File: config.mk
export PLATFORM = sky130hd
export DESIGN_NAME = acq_fifo
export DESIGN_NICKNAME = d
export VERILOG_FILES = /design/src/rtl/acq_pkg.sv /design/src/rtl/acq_fifo_ram.sv /design/src/rtl/acq_fifo.sv
export SDC_FILE = /design/constraint.sdc
export NUM_CORES = 1
export LEC_CHECK = 0
export ABC_AREA = 1
export BUFFER_PORTS_ARGS = -buffer_cell sky130_fd_sc_hd__buf_4
export CORE_ASPECT_RATIO = 1.75
export CORE_MARGIN = 8
export CORE_UTILIZATION = 63
export CTS_BUF_LIST = sky130_fd_sc_hd__clkbuf_8 sky130_fd_sc_hd__clkbuf_16
export DETAILED_ROUTE_END_ITERATION = 8
export HOLD_SLACK_MARGIN = 0.02
export PLACE_DENSITY = 0.94
export SLEW_MARGIN = 20
export SYNTH_ARGS = -nofsm -noshare
export SYNTH_HDL_FRONTEND = slang
export SYNTH_SLANG_ARGS = --single-unit
File: constraint.sdc
create_clock -name clock -period 3.2 [get_ports clock]
set_clock_uncertainty 0.05 [all_clocks]
set_input_delay 0.64 -clock clock [delete_from_list [all_inputs] [get_ports clock]]
set_output_delay 0.64 -clock clock [all_outputs]
set_load 0.1 [all_outputs]
File: src/rtl/acq_pkg.sv
// -----------------------------------------------------------------------------
// acq_pkg
// Shared constants and helpers for the acquisition FIFO slice.
//   ACQ_DEF_WIDTH      : default data word width
//   ACQ_DEF_DEPTH_LOG2 : default log2 of storage depth
//   acq_clog2()        : ceil(log2(value)), used to size address/count fields
// -----------------------------------------------------------------------------
package acq_pkg;

  localparam int ACQ_DEF_WIDTH      = 8;
  localparam int ACQ_DEF_DEPTH_LOG2 = 3;

  // Number of bits needed to index 'value' distinct items (0 for value <= 1).
  function automatic int acq_clog2(input int value);
    int result;
    result = 0;
    for (int v = value - 1; v > 0; v = v >> 1) begin
      result = result + 1;
    end
    return result;
  endfunction

endpackage

File: src/rtl/acq_fifo_ram.sv
// -----------------------------------------------------------------------------
// acq_fifo_ram
// WIDTH x DEPTH storage array for acq_fifo. One synchronous write port and one
// asynchronous read port so the FIFO head can fall through without a cycle of
// read latency. Storage is deliberately not reset.
//   clock   : write clock
//   wr_en   : write strobe (already qualified by the FIFO control)
//   wr_addr : write address
//   wr_data : write data
//   rd_addr : read address (head pointer)
//   rd_data : word at rd_addr, combinational
// -----------------------------------------------------------------------------
module acq_fifo_ram
  import acq_pkg::*;
#(
  parameter int WIDTH  = ACQ_DEF_WIDTH,
  parameter int DEPTH  = 2 ** ACQ_DEF_DEPTH_LOG2,
  parameter int ADDR_W = acq_clog2(DEPTH)
) (
  input  logic              clock,
  input  logic              wr_en,
  input  logic [ADDR_W-1:0] wr_addr,
  input  logic [WIDTH-1:0]  wr_data,
  input  logic [ADDR_W-1:0] rd_addr,
  output logic [WIDTH-1:0]  rd_data
);

  logic [WIDTH-1:0] mem_r [DEPTH];

  // Synchronous write port; contents survive reset and clear.
  always_ff @(posedge clock) begin
    if (wr_en) begin
      mem_r[wr_addr] <= wr_data;
    end
  end

  assign rd_data = mem_r[rd_addr];

endmodule

File: src/rtl/acq_fifo.sv
// -----------------------------------------------------------------------------
// acq_fifo
// Synchronous first-word-fall-through FIFO with registered status flags and
// sticky overflow/underflow error bits.
//   clock       : sole clock, rising edge
//   reset       : asynchronous, active-low reset
//   wr_en       : push request, wr_data : push word
//   rd_en       : pop request,  rd_data : head word (meaningful when !empty)
//   clear       : synchronous flush of pointers, count and sticky flags
//   full/empty/almost_full/count : registered occupancy status
//   overflow    : sticky, push attempted while full without a same-cycle pop
//   underflow   : sticky, pop attempted while empty
// -----------------------------------------------------------------------------
module acq_fifo
  import acq_pkg::*;
#(
  parameter int WIDTH       = ACQ_DEF_WIDTH,
  parameter int DEPTH_LOG2  = ACQ_DEF_DEPTH_LOG2,
  parameter int AFULL_LEVEL = (2 ** DEPTH_LOG2) - 2
) (
  input  logic                  clock,
  input  logic                  reset,
  input  logic                  wr_en,
  input  logic [WIDTH-1:0]      wr_data,
  input  logic                  rd_en,
  output logic [WIDTH-1:0]      rd_data,
  input  logic                  clear,
  output logic                  full,
  output logic                  empty,
  output logic                  almost_full,
  output logic [DEPTH_LOG2:0]   count,
  output logic                  overflow,
  output logic                  underflow
);

  localparam int DEPTH  = 2 ** DEPTH_LOG2;
  localparam int ADDR_W = acq_clog2(DEPTH);
  localparam int PTR_W  = ADDR_W + 1;

  localparam logic [PTR_W-1:0] PTR_ONE   = {{(PTR_W-1){1'b0}}, 1'b1};
  // With a zero threshold the FIFO is "almost full" even when empty.
  localparam logic             AFULL_RST = (AFULL_LEVEL <= 0) ? 1'b1 : 1'b0;

  logic [PTR_W-1:0] wr_ptr_r;
  logic [PTR_W-1:0] rd_ptr_r;
  logic [PTR_W-1:0] count_r;
  logic             full_r;
  logic             empty_r;
  logic             afull_r;
  logic             overflow_r;
  logic             underflow_r;

  logic             pop_ok_s;
  logic             push_ok_s;
  logic             ram_we_s;
  logic [PTR_W-1:0] wr_ptr_nxt_s;
  logic [PTR_W-1:0] rd_ptr_nxt_s;
  logic [PTR_W-1:0] count_nxt_s;
  logic             full_nxt_s;
  logic             empty_nxt_s;
  logic             afull_nxt_s;
  logic             overflow_nxt_s;
  logic             underflow_nxt_s;

  // Accept decisions, next pointers and next status, all from registered state.
  always_comb begin
    pop_ok_s        = rd_en & ~empty_r;
    // A pop in the same cycle frees the slot, so a full FIFO can still accept.
    push_ok_s       = wr_en & (~full_r | pop_ok_s);
    ram_we_s        = push_ok_s & ~clear;
    wr_ptr_nxt_s    = wr_ptr_r;
    rd_ptr_nxt_s    = rd_ptr_r;
    overflow_nxt_s  = overflow_r;
    underflow_nxt_s = underflow_r;

    if (clear) begin
      wr_ptr_nxt_s    = '0;
      rd_ptr_nxt_s    = '0;
      overflow_nxt_s  = 1'b0;
      underflow_nxt_s = 1'b0;
    end else begin
      if (push_ok_s) begin
        wr_ptr_nxt_s = wr_ptr_r + PTR_ONE;
      end else begin
        wr_ptr_nxt_s = wr_ptr_r;
      end
      if (pop_ok_s) begin
        rd_ptr_nxt_s = rd_ptr_r + PTR_ONE;
      end else begin
        rd_ptr_nxt_s = rd_ptr_r;
      end
      overflow_nxt_s  = overflow_r | (wr_en & ~push_ok_s);
      underflow_nxt_s = underflow_r | (rd_en & empty_r);
    end

    // Extra pointer MSB distinguishes full (MSBs differ) from empty (equal).
    count_nxt_s = wr_ptr_nxt_s - rd_ptr_nxt_s;
    full_nxt_s  = (wr_ptr_nxt_s[PTR_W-1] != rd_ptr_nxt_s[PTR_W-1]) &&
                  (wr_ptr_nxt_s[PTR_W-2:0] == rd_ptr_nxt_s[PTR_W-2:0]);
    empty_nxt_s = (wr_ptr_nxt_s == rd_ptr_nxt_s);
    afull_nxt_s = (int'(count_nxt_s) >= AFULL_LEVEL);
  end

  // Control and status registers; every status bit updates on the same edge.
  always_ff @(posedge clock or negedge reset) begin
    if (!reset) begin
      wr_ptr_r    <= '0;
      rd_ptr_r    <= '0;
      count_r     <= '0;
      full_r      <= 1'b0;
      empty_r     <= 1'b1;
      afull_r     <= AFULL_RST;
      overflow_r  <= 1'b0;
      underflow_r <= 1'b0;
    end else begin
      wr_ptr_r    <= wr_ptr_nxt_s;
      rd_ptr_r    <= rd_ptr_nxt_s;
      count_r     <= count_nxt_s;
      full_r      <= full_nxt_s;
      empty_r     <= empty_nxt_s;
      afull_r     <= afull_nxt_s;
      overflow_r  <= overflow_nxt_s;
      underflow_r <= underflow_nxt_s;
    end
  end

  acq_fifo_ram #(
    .WIDTH  (WIDTH),
    .DEPTH  (DEPTH),
    .ADDR_W (ADDR_W)
  ) u_ram (
    .clock   (clock),
    .wr_en   (ram_we_s),
    .wr_addr (wr_ptr_r[ADDR_W-1:0]),
    .wr_data (wr_data),
    .rd_addr (rd_ptr_r[ADDR_W-1:0]),
    .rd_data (rd_data)
  );

  assign full        = full_r;
  assign empty       = empty_r;
  assign almost_full = afull_r;
  assign count       = count_r;
  assign overflow    = overflow_r;
  assign underflow   = underflow_r;

endmodule

## Word level (Yosys, flattened, before mapping)

Memory sizes are Yosys's and may differ from the RTL's.
Index checks and enable logic that the tools add are counted.

| word-level totals | value |
|---|---|
| bits in registers | 17 |
| bits in writable memories | 64 |
| input bits | 13 |
| output and inout port bits | 17 |
| word-level logic and storage cells | 37 |
| memories | 1 |

Memory list:

| name | words | bits a word | rd ports | clocked after memory_dff | wr ports | RTL line | source |
|---|---|---|---|---|---|---|---|
| u_ram.mem_r | 8 | 8 | 1 | 0 | 1 | acq_fifo_ram.sv:28 | `logic [WIDTH-1:0] mem_r [DEPTH];` |

| operators by class | value |
|---|---|
| add/sub/neg operators | 3 |
| $lt $le $gt $ge | 1 |
| equality and inequality tests | 3 |
| multiplexer cells | 8 |
| bitwise gates (word level) | 12 |
| reduce and logical (&&, ||, !) cells | 1 |

Operator list:

| cell | count |
|---|---|
| 2-to-1 mux 4 bit | 4 |
| adder 4 x 1 -> 4 bit, second input constant | 2 |
| bitwise AND 1 bit | 5 |
| equality test 4 bit | 1 |
| >= comparator 4 x 3 -> 1 bit, second input constant | 1 |
| 2-to-1 mux 1 bit | 4 |
| inverter 1 bit | 4 |
| subtractor 4 bit | 1 |
| equality test 3 bit | 1 |
| bitwise OR 1 bit | 3 |
| logical AND 1 bit | 1 |
| inequality test 1 bit | 1 |

## Logic depth before layout (Yosys ltp)

Gate-level depths: netlist of the first run.

| depth | value |
|---|---|
| depth in word-level cells | 8 |
| mapped depth | 12 |
| gate-level depth less buffers | 12 |

## Cells and area by module

A second synthesis of the first run with hierarchy kept.

| unflattened totals | value |
|---|---|
| cell total of the unflattened synthesis | 401 |
| area, all modules | 3823.7 um2 |

Modules (own cells, without submodules):

| module | instances | cells each | area each (um2) | seq. area each (um2) |
|---|---|---|---|---|
| acq_fifo_ram | 1 | 295 | 2890.3 | 1921.8 |
| acq_fifo | 1 | 106 | 933.4 | 426.7 |

## Worst setup path before layout of the first run

OpenSTA, ideal clock, no wires.

| timing path | value |
|---|---|
| path type | register -> register |
| start point | reg empty_r, in the netlist empty |
| end point | reg afull_r, in the netlist almost_full |
| library setup time | 0.121 ns |
| arrival time | 2.417 ns |
| data required time | 3.029 ns |
| path slack | 0.611 ns |
| stages on the path, launching flop included | 12 |
| path buffers | 0 |
| period minus slack after synthesis | 2.589 ns |
| path through | dfstp_2 -> inv_1 -> nand2_2 -> nand2_1 -> nand2_1 -> nor2_1 -> nor3_1 -> inv_1 -> fa_1 -> xnor2_1 -> nand2_1 -> nand3_2 |

| on the way | value |
|---|---|
| cells in the longest elaborated chain, start to end | 8 |
| elaborated cells on any way between the ends | 10 |
| those cells by class | add/sub: 1; order compare: 1; mux: 4; bitwise: 4 |

Ends and longest elaborated chain:

| item | RTL line | source |
|---|---|---|
| from (decl) | acq_fifo.sv:48 | `logic empty_r;` |
| from (signal assigned) | acq_fifo.sv:120 | `empty_r <= empty_nxt_s;` |
| inverter 1 bit | acq_fifo.sv:67 | `pop_ok_s = rd_en & ~empty_r;` |
| bitwise AND 1 bit | acq_fifo.sv:67 |  |
| bitwise OR 1 bit | acq_fifo.sv:69 | `push_ok_s = wr_en & (~full_r \| pop_ok_s);` |
| bitwise AND 1 bit | acq_fifo.sv:69 |  |
| 2-to-1 mux 4 bit | acq_fifo.sv:82 | `if (push_ok_s) begin` |
| 2-to-1 mux 4 bit | acq_fifo.sv:76 | `if (clear) begin` |
| net wr_ptr_nxt_s[1] | acq_fifo.sv:56 | `logic [PTR_W-1:0] wr_ptr_nxt_s;` |
| subtractor 4 bit | acq_fifo.sv:97 | `count_nxt_s = wr_ptr_nxt_s - rd_ptr_nxt_s;` |
| net count_nxt_s[2] | acq_fifo.sv:58 | `logic [PTR_W-1:0] count_nxt_s;` |
| >= comparator 4 x 3 -> 1 bit | acq_fifo.sv:101 | `afull_nxt_s = (int'(count_nxt_s) >= AFULL_LEVEL);` |
| net afull_nxt_s | acq_fifo.sv:61 | `logic afull_nxt_s;` |
| to (signal assigned) | acq_fifo.sv:121 | `afull_r <= afull_nxt_s;` |
| to (decl) | acq_fifo.sv:49 | `logic afull_r;` |

The timed path passes the listed nets, and every way through them passes these cells.

## Worst setup path after layout of the first run

| timing path | value |
|---|---|
| start point | reg rd_ptr_r[0] |
| end point | out rd_data[7] |

| on the way | value |
|---|---|
| cells in the longest elaborated chain, start to end | 1 |

Ends and longest elaborated chain:

| item | RTL line | source |
|---|---|---|
| from (decl) | acq_fifo.sv:45 | `logic [PTR_W-1:0] rd_ptr_r;` |
| from (signal assigned) | acq_fifo.sv:117 | `rd_ptr_r <= rd_ptr_nxt_s;` |
| memory (8 x 8 bit) | n/a |  |
| to (decl) | acq_fifo.sv:26 | `output logic [WIDTH-1:0] rd_data,` |

Every way passes these cells.

==> results.cfg, run 1 <==
[power_and_ir_drop]
swShare_pct = 38.3
p_per_area_nw_per_um2 = 744
p_int_uw = 1820
clkPwrFrac_pct = 27.7
vdd_ir_drop_max_uv = 668
pwr-share-seq_pct = 41.6
p_leak_uw = 0.00156
power_switching_uw = 1130
p_comb_share_pct = 30.7

[floorplanning]
die_y_um = 114
dieArea_um2 = 8160
core_region_area_um2 = 5260
start_util_pct = 65.3
die_w_um = 71.8
rows = 35
io_pins = 30

[sta]
hold_slack_ns = 0.0667
fin_crit_sh_pct = 94.4
finalSetupViolCount = 0
finalMaxSlewViolations = 0
setup_tns_ns = 0
period_minus_slack_ns = 3.02
max_freq_ghz = 0.331
worst_pin_slew_ns = 0.524
finalHoldViolations = 0
maxSlewHeadroom_pct = 64.8
rsz0062_at_grt = no
worst_slack_ns = 0.179

[grt]
grt_pass1_wl_um = 13100
grt_pass1_vias = 2592
grt-ovfl-total = 0
antenna_found_initial = 0
grt_use_total_pct = 21.8
grt_max_degree = 35

[logic_synthesis]
syn_nets = 309
yosys-top-cells-area = edfxtp_1 56%, dfrtp_1 12%, nor2_1 6.0%
synth-seq-cells = 81
synth_flop_cell = edfxtp_1
async_reset_ff_share_pct = 21.0
syn_area_per_cell_um2 = 11.8
synth-edff-count = 64
synth_area_leader_cell = edfxtp_1
synth.distinct_cells = 31
netlist.area_leader.share_pct = 56.0
yosysMostFrequentCell = edfxtp_1
seq_area_frac_synth_pct = 68.4
synth_warnings = 0
syn-cell-area_um2 = 3430
netlist_instances = 290
synthTopCellsByCount = 64 x edfxtp_1, 55 x nor2_1, 40 x nand2_1

[setup_path]
cp-start-kind = register
critPathMaxStageDelay_ns = 0.61
critPathKind = reg -> out
cp_top_family = buffers and inverters
path_max_fanout = 33
critPathSlowestCell = dfrtp_1
critPathBufInv = 2
path_cells = clkinv_2, nor2_1, o32ai_1, nand2_1, nand2_1, buf_4
end_kind = output pin
worstPathArrival_ns = 2.33
required_ns = 2.51
critical_path.most_common_cell = nand2_1

[routing]
drtAntennaViolNets = 0
drc_errors = 0
first_pass_iters = 5
vias = 2440
drt-total-wl_um = 8270
dr.first_iter.drc_count = 207
wire_per_inst_um = 21.4
post_drt_via_cell_ratio = 6.30

[finish]
drive_above_1_share_pct = 21.1
syn_to_final_growth_pct = 15.2
antenna_cells = 0
fin_nets = 346

[clock_tree]
clk_pin_slew_ns = 0.10
root_buffer = clkbuf_8
clock_path_buffers = 2
cts_post_setup_buffers_inserted = 0
clock_sinks = 81
ctsHoldBuffers = 0
cts_tree = built
insertion_delay_ns = 0.36
cts-buffers-inserted = 9
htreeDepth = 3

[placed_design]
io_buffers = 29
post-place-ws_ns = 0.493
gp_congestion = 0.877
place_hpwl_um = 5110

[worst_hold_path]
hold_path.class = in -> async

[flow_run]
maxCapViolations = 0

[run_status]
status = completed
==> cell type report <==
cell class / instances / area, um^2
tap: 55 / 68.8
timing repair buffer: 40 / 300
clock buffer: 11 / 163
fill: 330 / 1300
clock inverter: 5 / 60.1
sequential: 81 / 2350
multi-input combinational: 176 / 942
inverter: 19 / 72.6
==> stage by stage <==
step / cells / util (%) / power (uW) / cell area (um^2)
2_1_floorplan: 290 / - / 1940 / 3430
3_3_place_gp: 371 / 71.0 / 2110 / 3730
3_5_place_dp: 371 / 71.0 / 2140 / 3730
4_1_cts: 387 / 75.2 / 2950 / 3950
5_1_grt: 387 / 75.3 / 3050 / 3960
6_report: 387 / 75.3 / 2940 / 3960
==> cell usage in the layout, fill, tap and decap left out, drive strengths merged, types with 3 or more instances in the layout <==
master  synthesis  final
a21oi           8      8
buf            10     40
clkbuf          4     11
clkinv          1      4
dfrtp          16     16
edfxtp         64     64
ha              5      5
inv            18     18
nand2          45     45
nand3          10     10
nor2           56     56
nor3            3      3
nor4            7      7
o21a            3      3
o21ai          18     18
o32ai          16     16
==> kinds of logic after synthesis <==
kind of cell	after synthesis	synth area share (%)
simple gates	124	15.8
flops	81	68.4
compound gates	45	8.97
buf+inv	33	4.12
fa+ha+maj	6	2.41
xor+xnor	1	0.255
==> power groups by stage <==
| stage | Combinational, uW | Clock (uW) | Sequential, uW |
|---|---|---|---|
| 3_3_place_gp | 874 | 0 | 1240 |
| 6_report | 905 | 815 | 1220 |
| 4_1_cts | 906 | 818 | 1220 |
| 3_5_place_dp | 900 | 0 | 1240 |
| 5_1_grt | 958 | 864 | 1230 |
| 2_1_floorplan | 490 | 0 | 1450 |
==> path summary, 6_finish.rpt <==
check / slack, ns / depth (start not counted) / from / to
worst max register to register: 0.62 / 7 / rd_ptr_r[0] / almost_full
max in group asynchronous: 2.79 / 1 / reset / empty
worst min register to register: 0.46 / 1 / overflow / overflow
worst min-delay path: 0.07 / 1 / reset / count[2]
min in group clock: 0.45 / 1 / wr_data[0] / u_ram.mem_r[3][0]
worst max-delay path: 0.18 / 6 / rd_ptr_r[0] / rd_data[7]
==> state kept, by name, summed over array words and instances (netlist names) <==
| name | cells |
|---|---|
| u_ram.mem_r | 64 |
| overflow | 1 |
| full | 1 |
| rd_ptr_r | 4 |
| almost_full | 1 |
| count | 4 |
| wr_ptr_r | 4 |
| empty | 1 |
| underflow | 1 |
==> per-layer routing <==
metal,routed length (um),GRT usage (%)
met5,0,0
met4,306,13.0
met3,601,5.71
met2,4590,38.1
met1,2770,22.4
==> what timing repair did <==
action / 4_1_cts / 5_1_grt
hold endpoints to repair: 0 / 0
endpoints found under the setup margin: 0 / 1
gates resized for setup: 0 / 1
Note: power is estimated with default switching activity, not from simulation.
==> run 2: changes to the inputs <==
Settings changed: CORE_MARGIN 8 to default.
==> results.cfg, run 2 (synthesis gave the netlist of run 1 again) <==
[run_status]
status = finished with violations
violations = DRC

[routing]
wire_per_inst_um = 19.1
vias = 2339
first_pass_iters = 7
dr.first_iter.drc_count = 139
drc_errors = 2
post_drt_via_cell_ratio = 6.03
drtAntennaViolNets = 0
drt-total-wl_um = 7410

[finish]
fin_nets = 347
syn_to_final_growth_pct = 16.7
drive_above_1_share_pct = 21.3
regMostFlops = u_ram.mem_r
final_cell_mix = 64 x edfxtp_1, 55 x nor2_1, 41 x buf_4
final_common_cell = edfxtp_1
utilization_pct = 76.2
fill_cells = 308
antenna_cells = 0
largest_register_ffs = 64

[clock_tree]
htreeDepth = 3
clock_path_buffers = 2
clock_sinks = 81
clk_pin_slew_ns = 0.08
cts-buffers-inserted = 9
cts_post_setup_buffers_inserted = 0
postCtsResizedCells = 0
insertion_delay_ns = 0.35
cts_tree = built
ctsHoldBuffers = 0
root_buffer = clkbuf_8

[sta]
finalMaxSlewViolations = 0
worst_slack_ns = 0.395
setup_tns_ns = 0
hold_slack_ns = 0.0868
maxSlewHeadroom_pct = 61.9
worst_pin_slew_ns = 0.570
finalSetupViolCount = 0
max_freq_ghz = 0.356
period_minus_slack_ns = 2.81
fin_crit_sh_pct = 87.7
rsz0062_at_grt = no
finalHoldViolations = 0

[power_and_ir_drop]
p_leak_uw = 0.00159
p_per_area_nw_per_um2 = 762
vdd_ir_drop_max_uv = 626

[floorplanning]
dieArea_um2 = 5760
die_y_um = 99.6
io_pins = 30
rows = 35
start_util_pct = 65.3
die_w_um = 57.8
core_region_area_um2 = 5260

[setup_path]
path_max_fanout = 33
end_kind = output pin
r2r-end = almost_full
critPathKind = reg -> out
critPathMaxStageDelay_ns = 0.45
path_cells = inv_2, nor2_1, o32ai_1, nand2_1, nand2_1, buf_4
required_ns = 2.51
cp-start-kind = register
worstPathArrival_ns = 2.12
r2r-start = empty
critPathSlowestCell = inv_2
reg2regPathDepth = 11
r2r_slack_ns = 0.62
critical_path.most_common_cell = nand2_1

[grt]
grt_pass1_vias = 2356
grt_max_degree = 34
antenna_found_initial = 0
grt-ovfl-total = 0
grt_use_total_pct = 29.0
grt_pass1_wl_um = 11800

[placed_design]
post-place-ws_ns = 0.560
io_buffers = 29
place_hpwl_um = 4750
gp_congestion = 0.839

[flow_run]
maxCapViolations = 0

[worst_hold_path]
hold_path.class = in -> async
run 2: where the power goes:
group          internal (uW)  leakage (uW)  switching (uW)
Combinational            197      0.000652             708
Sequential              1190      0.000800            31.1
Clock                    575      0.000136             352
Total                   1960       0.00159            1090
run 2: per-layer routing:
| metal | share of wire (%) | vias up | GRT usage (%) |
|---|---|---|---|
| met1 | 34 | 1132 | 33.1 |
| li1 | - | 1098 | - |
| met4 | 4.1 | 0 | 17.8 |
| met5 | 0 | - | 0 |
| met2 | 57 | 88 | 49.7 |
| met3 | 4.8 | 21 | 5.20 |
run 2: how the worst max path moves through the flow:
stage                  endpoint  slack, ns  depth (start not counted)        start
detailed placement  almost_full       0.56                         11        rd_en
CTS                  rd_data[4]       0.40                          6  rd_ptr_r[0]
finish               rd_data[4]       0.39                          6  rd_ptr_r[0]
global placement    almost_full       0.74                         11        rd_en
global route         rd_data[5]       0.28                          6  rd_ptr_r[0]
floorplan           almost_full       0.61                         11        empty
run 2: metrics by stage:
| stage | power (uW) | area [um^2] | std cells |
|---|---|---|---|
| 2_1_floorplan | 1940 | 3430 | 290 |
| 3_3_place_gp | 2110 | 3740 | 372 |
| 3_5_place_dp | 2140 | 3740 | 372 |
| 4_1_cts | 3060 | 4010 | 388 |
| 5_1_grt | 3150 | 4010 | 388 |
| 6_report | 3050 | 4010 | 388 |
run 2: area by class of cell:
type                            instances  area [um^2]  share of cell area [%]
Clock buffer                           13          201                    5.03
Inverter                               19         71.3                    1.78
Sequential cell                        81         2350                    58.6
Tap cell                               55         68.8                    1.72
Timing Repair Buffer                   41          308                    7.69
Multi-Input combinational cell        176          942                    23.5
Clock inverter                          3         65.1                    1.62
run 2: critical path, delay by kind of cell, from the launching register on:
family | cells | cell delay, ns
compound gates | 1 | 0.28
flops | 1 | 0.44
buf+inv | 2 | 0.74
simple gates | 3 | 0.29
==> run 3: changes to the inputs <==
Settings changed: CORE_UTILIZATION 63 to 53, PLACE_DENSITY 0.94 to 0.85.
Clock period 3.2 ns to 2.5 ns, I/O delays scaled along.
==> results.cfg, run 3 (synthesis gave the netlist of run 1 again) <==
[routing]
drt-total-wl_um = 7420
wl_met3_um = 336
wire_per_inst_um = 17.8
drc_errors = 0
vias = 2379
drtAntennaViolNets = 0
met2_length_um = 4190
dr.max_layer_used = met4
first_pass_iters = 4
dr.first_iter.drc_count = 189
routedLengthMet1_um = 2650
post_drt_via_cell_ratio = 5.69

[floorplanning]
core_region_area_um2 = 6230
start_util_pct = 55.1
rows = 38
die_w_um = 62.8
io_pins = 30
dieArea_um2 = 6810
die_y_um = 108

[clock_tree]
clock_path_buffers = 2
root_buffer = clkbuf_8
htreeDepth = 3
insertion_delay_ns = 0.34
cts-buffers-inserted = 9
clock_sinks = 81
cts_tree = built
clk_pin_slew_ns = 0.08

[power_and_ir_drop]
p_total_uw = 3680
p_per_area_nw_per_um2 = 904
p_leak_uw = 0.00160
vdd_ir_drop_max_uv = 804

[finish]
fin_nets = 352
final_common_cell = edfxtp_1
drive_above_1_share_pct = 22.2
regMostFlops = u_ram.mem_r
fill_cells = 461
largest_register_ffs = 64
syn_to_final_growth_pct = 18.5
antenna_cells = 0
final_cell_mix = 64 x edfxtp_1, 55 x nor2_1, 40 x nand2_1

[sta]
hold_slack_ns = 0.337
maxSlewHeadroom_pct = 79.8
finalMaxSlewViolations = 0
worst_slack_ns = -0.00343
period_minus_slack_ns = 2.50
finalSetupViolCount = 2
finalHoldViolations = 0
max_freq_ghz = 0.399
worst_pin_slew_ns = 0.300
fin_crit_sh_pct = 100

[setup_path]
path_cells = ha_1, inv_1, o21ai_0, nor3b_1, inv_1, ha_1, a21oi_1, o21a_1, inv_1, nand3_2, nand2_1
worstPathArrival_ns = 2.69
r2r_slack_ns = -0.003
cp-endpoint = count[3]
r2r-start = rd_ptr_r[1]
r2r-end = count[3]
cp-start-kind = register
critPathSlowestCell = dfrtp_1
crit_start = rd_ptr_r[1]
critPathKind = reg -> reg
end_kind = register
reg2regPathDepth = 11
critPathMaxStageDelay_ns = 0.47
critical_path.most_common_cell = inv_1
required_ns = 2.69
path_max_fanout = 4

[grt]
grt_use_total_pct = 23.7
antenna_found_initial = 0
grt_max_degree = 33
grt_pass1_wl_um = 11700
grt_pass1_vias = 2459
grt-ovfl-total = 0

[run_status]
violations = setup timing
status = finished with violations

[worst_hold_path]
hold_path.class = in -> reg

[placed_design]
gp_congestion = 0.778
place_hpwl_um = 4910
post-place-ws_ns = 0.163
io_buffers = 29

[flow_run]
maxCapViolations = 0
==> run 3: changes by cell type in the layout (fill, tap and decap cells not counted), sizes merged <==
cell,previous run,this run
bufinv,2,0
clkbuf,13,12
buf,41,45
clkinv,2,3
inv,18,20
dlygate4sd3,0,1
==> run 3: critical path, delay by kind of cell, from the launching register on <==
family	cells	cell delay, ns
compound gates	3	0.61
fa+ha+maj	2	0.58
buf+inv	3	0.22
flops	1	0.47
simple gates	3	0.47
==> run 3: how the worst min path moves through the flow <==
stage / startpoint / endpoint / cells after the start
floorplan: reset / almost_full / 0
detailed placement: reset / rd_ptr_r[3] / 1
global placement: reset / rd_ptr_r[3] / 1
finish: wr_data[7] / u_ram.mem_r[6][7] / 1
CTS: wr_data[1] / u_ram.mem_r[2][1] / 1
global route: wr_data[1] / u_ram.mem_r[2][1] / 1
==> run 3: layout make-up <==
| type | count | area, um^2 | area share, % |
|---|---|---|---|
| inverter | 19 | 73.8 | 1.81 |
| tap | 80 | 100 | 2.46 |
| multi-input combinational | 176 | 948 | 23.3 |
| timing repair buffer | 46 | 398 | 9.78 |
| clock buffer | 12 | 176 | 4.34 |
| sequential | 81 | 2350 | 57.9 |
| clock inverter | 4 | 17.5 | 0.431 |
==> run 3: report_power, final <==
part / internal, uW / switching, uW
Combinational: 299 / 913
Clock: 465 / 426
Sequential: 1530 / 47.3
==> run 3: repair_timing <==
item / CTS / global route
hold endpoints to repair: 16 / 0
endpoints found under the setup margin: 3 / 8
buffers inserted: 0 / 0
hold buffers: 1 / 0
resized for setup: 2 / 10
==> run 3: through the flow <==
| step | TNS (ns) | cell area (um^2) | utilization (%) | cells |
|---|---|---|---|---|
| detailed placement | 0 | 3820 | 61.4 | 401 |
| global placement | 0 | 3820 | 61.4 | 401 |
| CTS | 0 | 4030 | 64.8 | 418 |
| floorplan | -0.853 | 3440 | - | 290 |
| global route | -0.0350 | 4070 | 65.3 | 418 |
| finish | -0.00367 | 4070 | 65.3 | 418 |
==> run 3: per-layer routing <==
metal	up-vias	GRT usage [%]
met5	-	0
met4	0	15.3
met3	21	5.91
met2	73	43.3
met1	1170	23.4
li1	1115	-
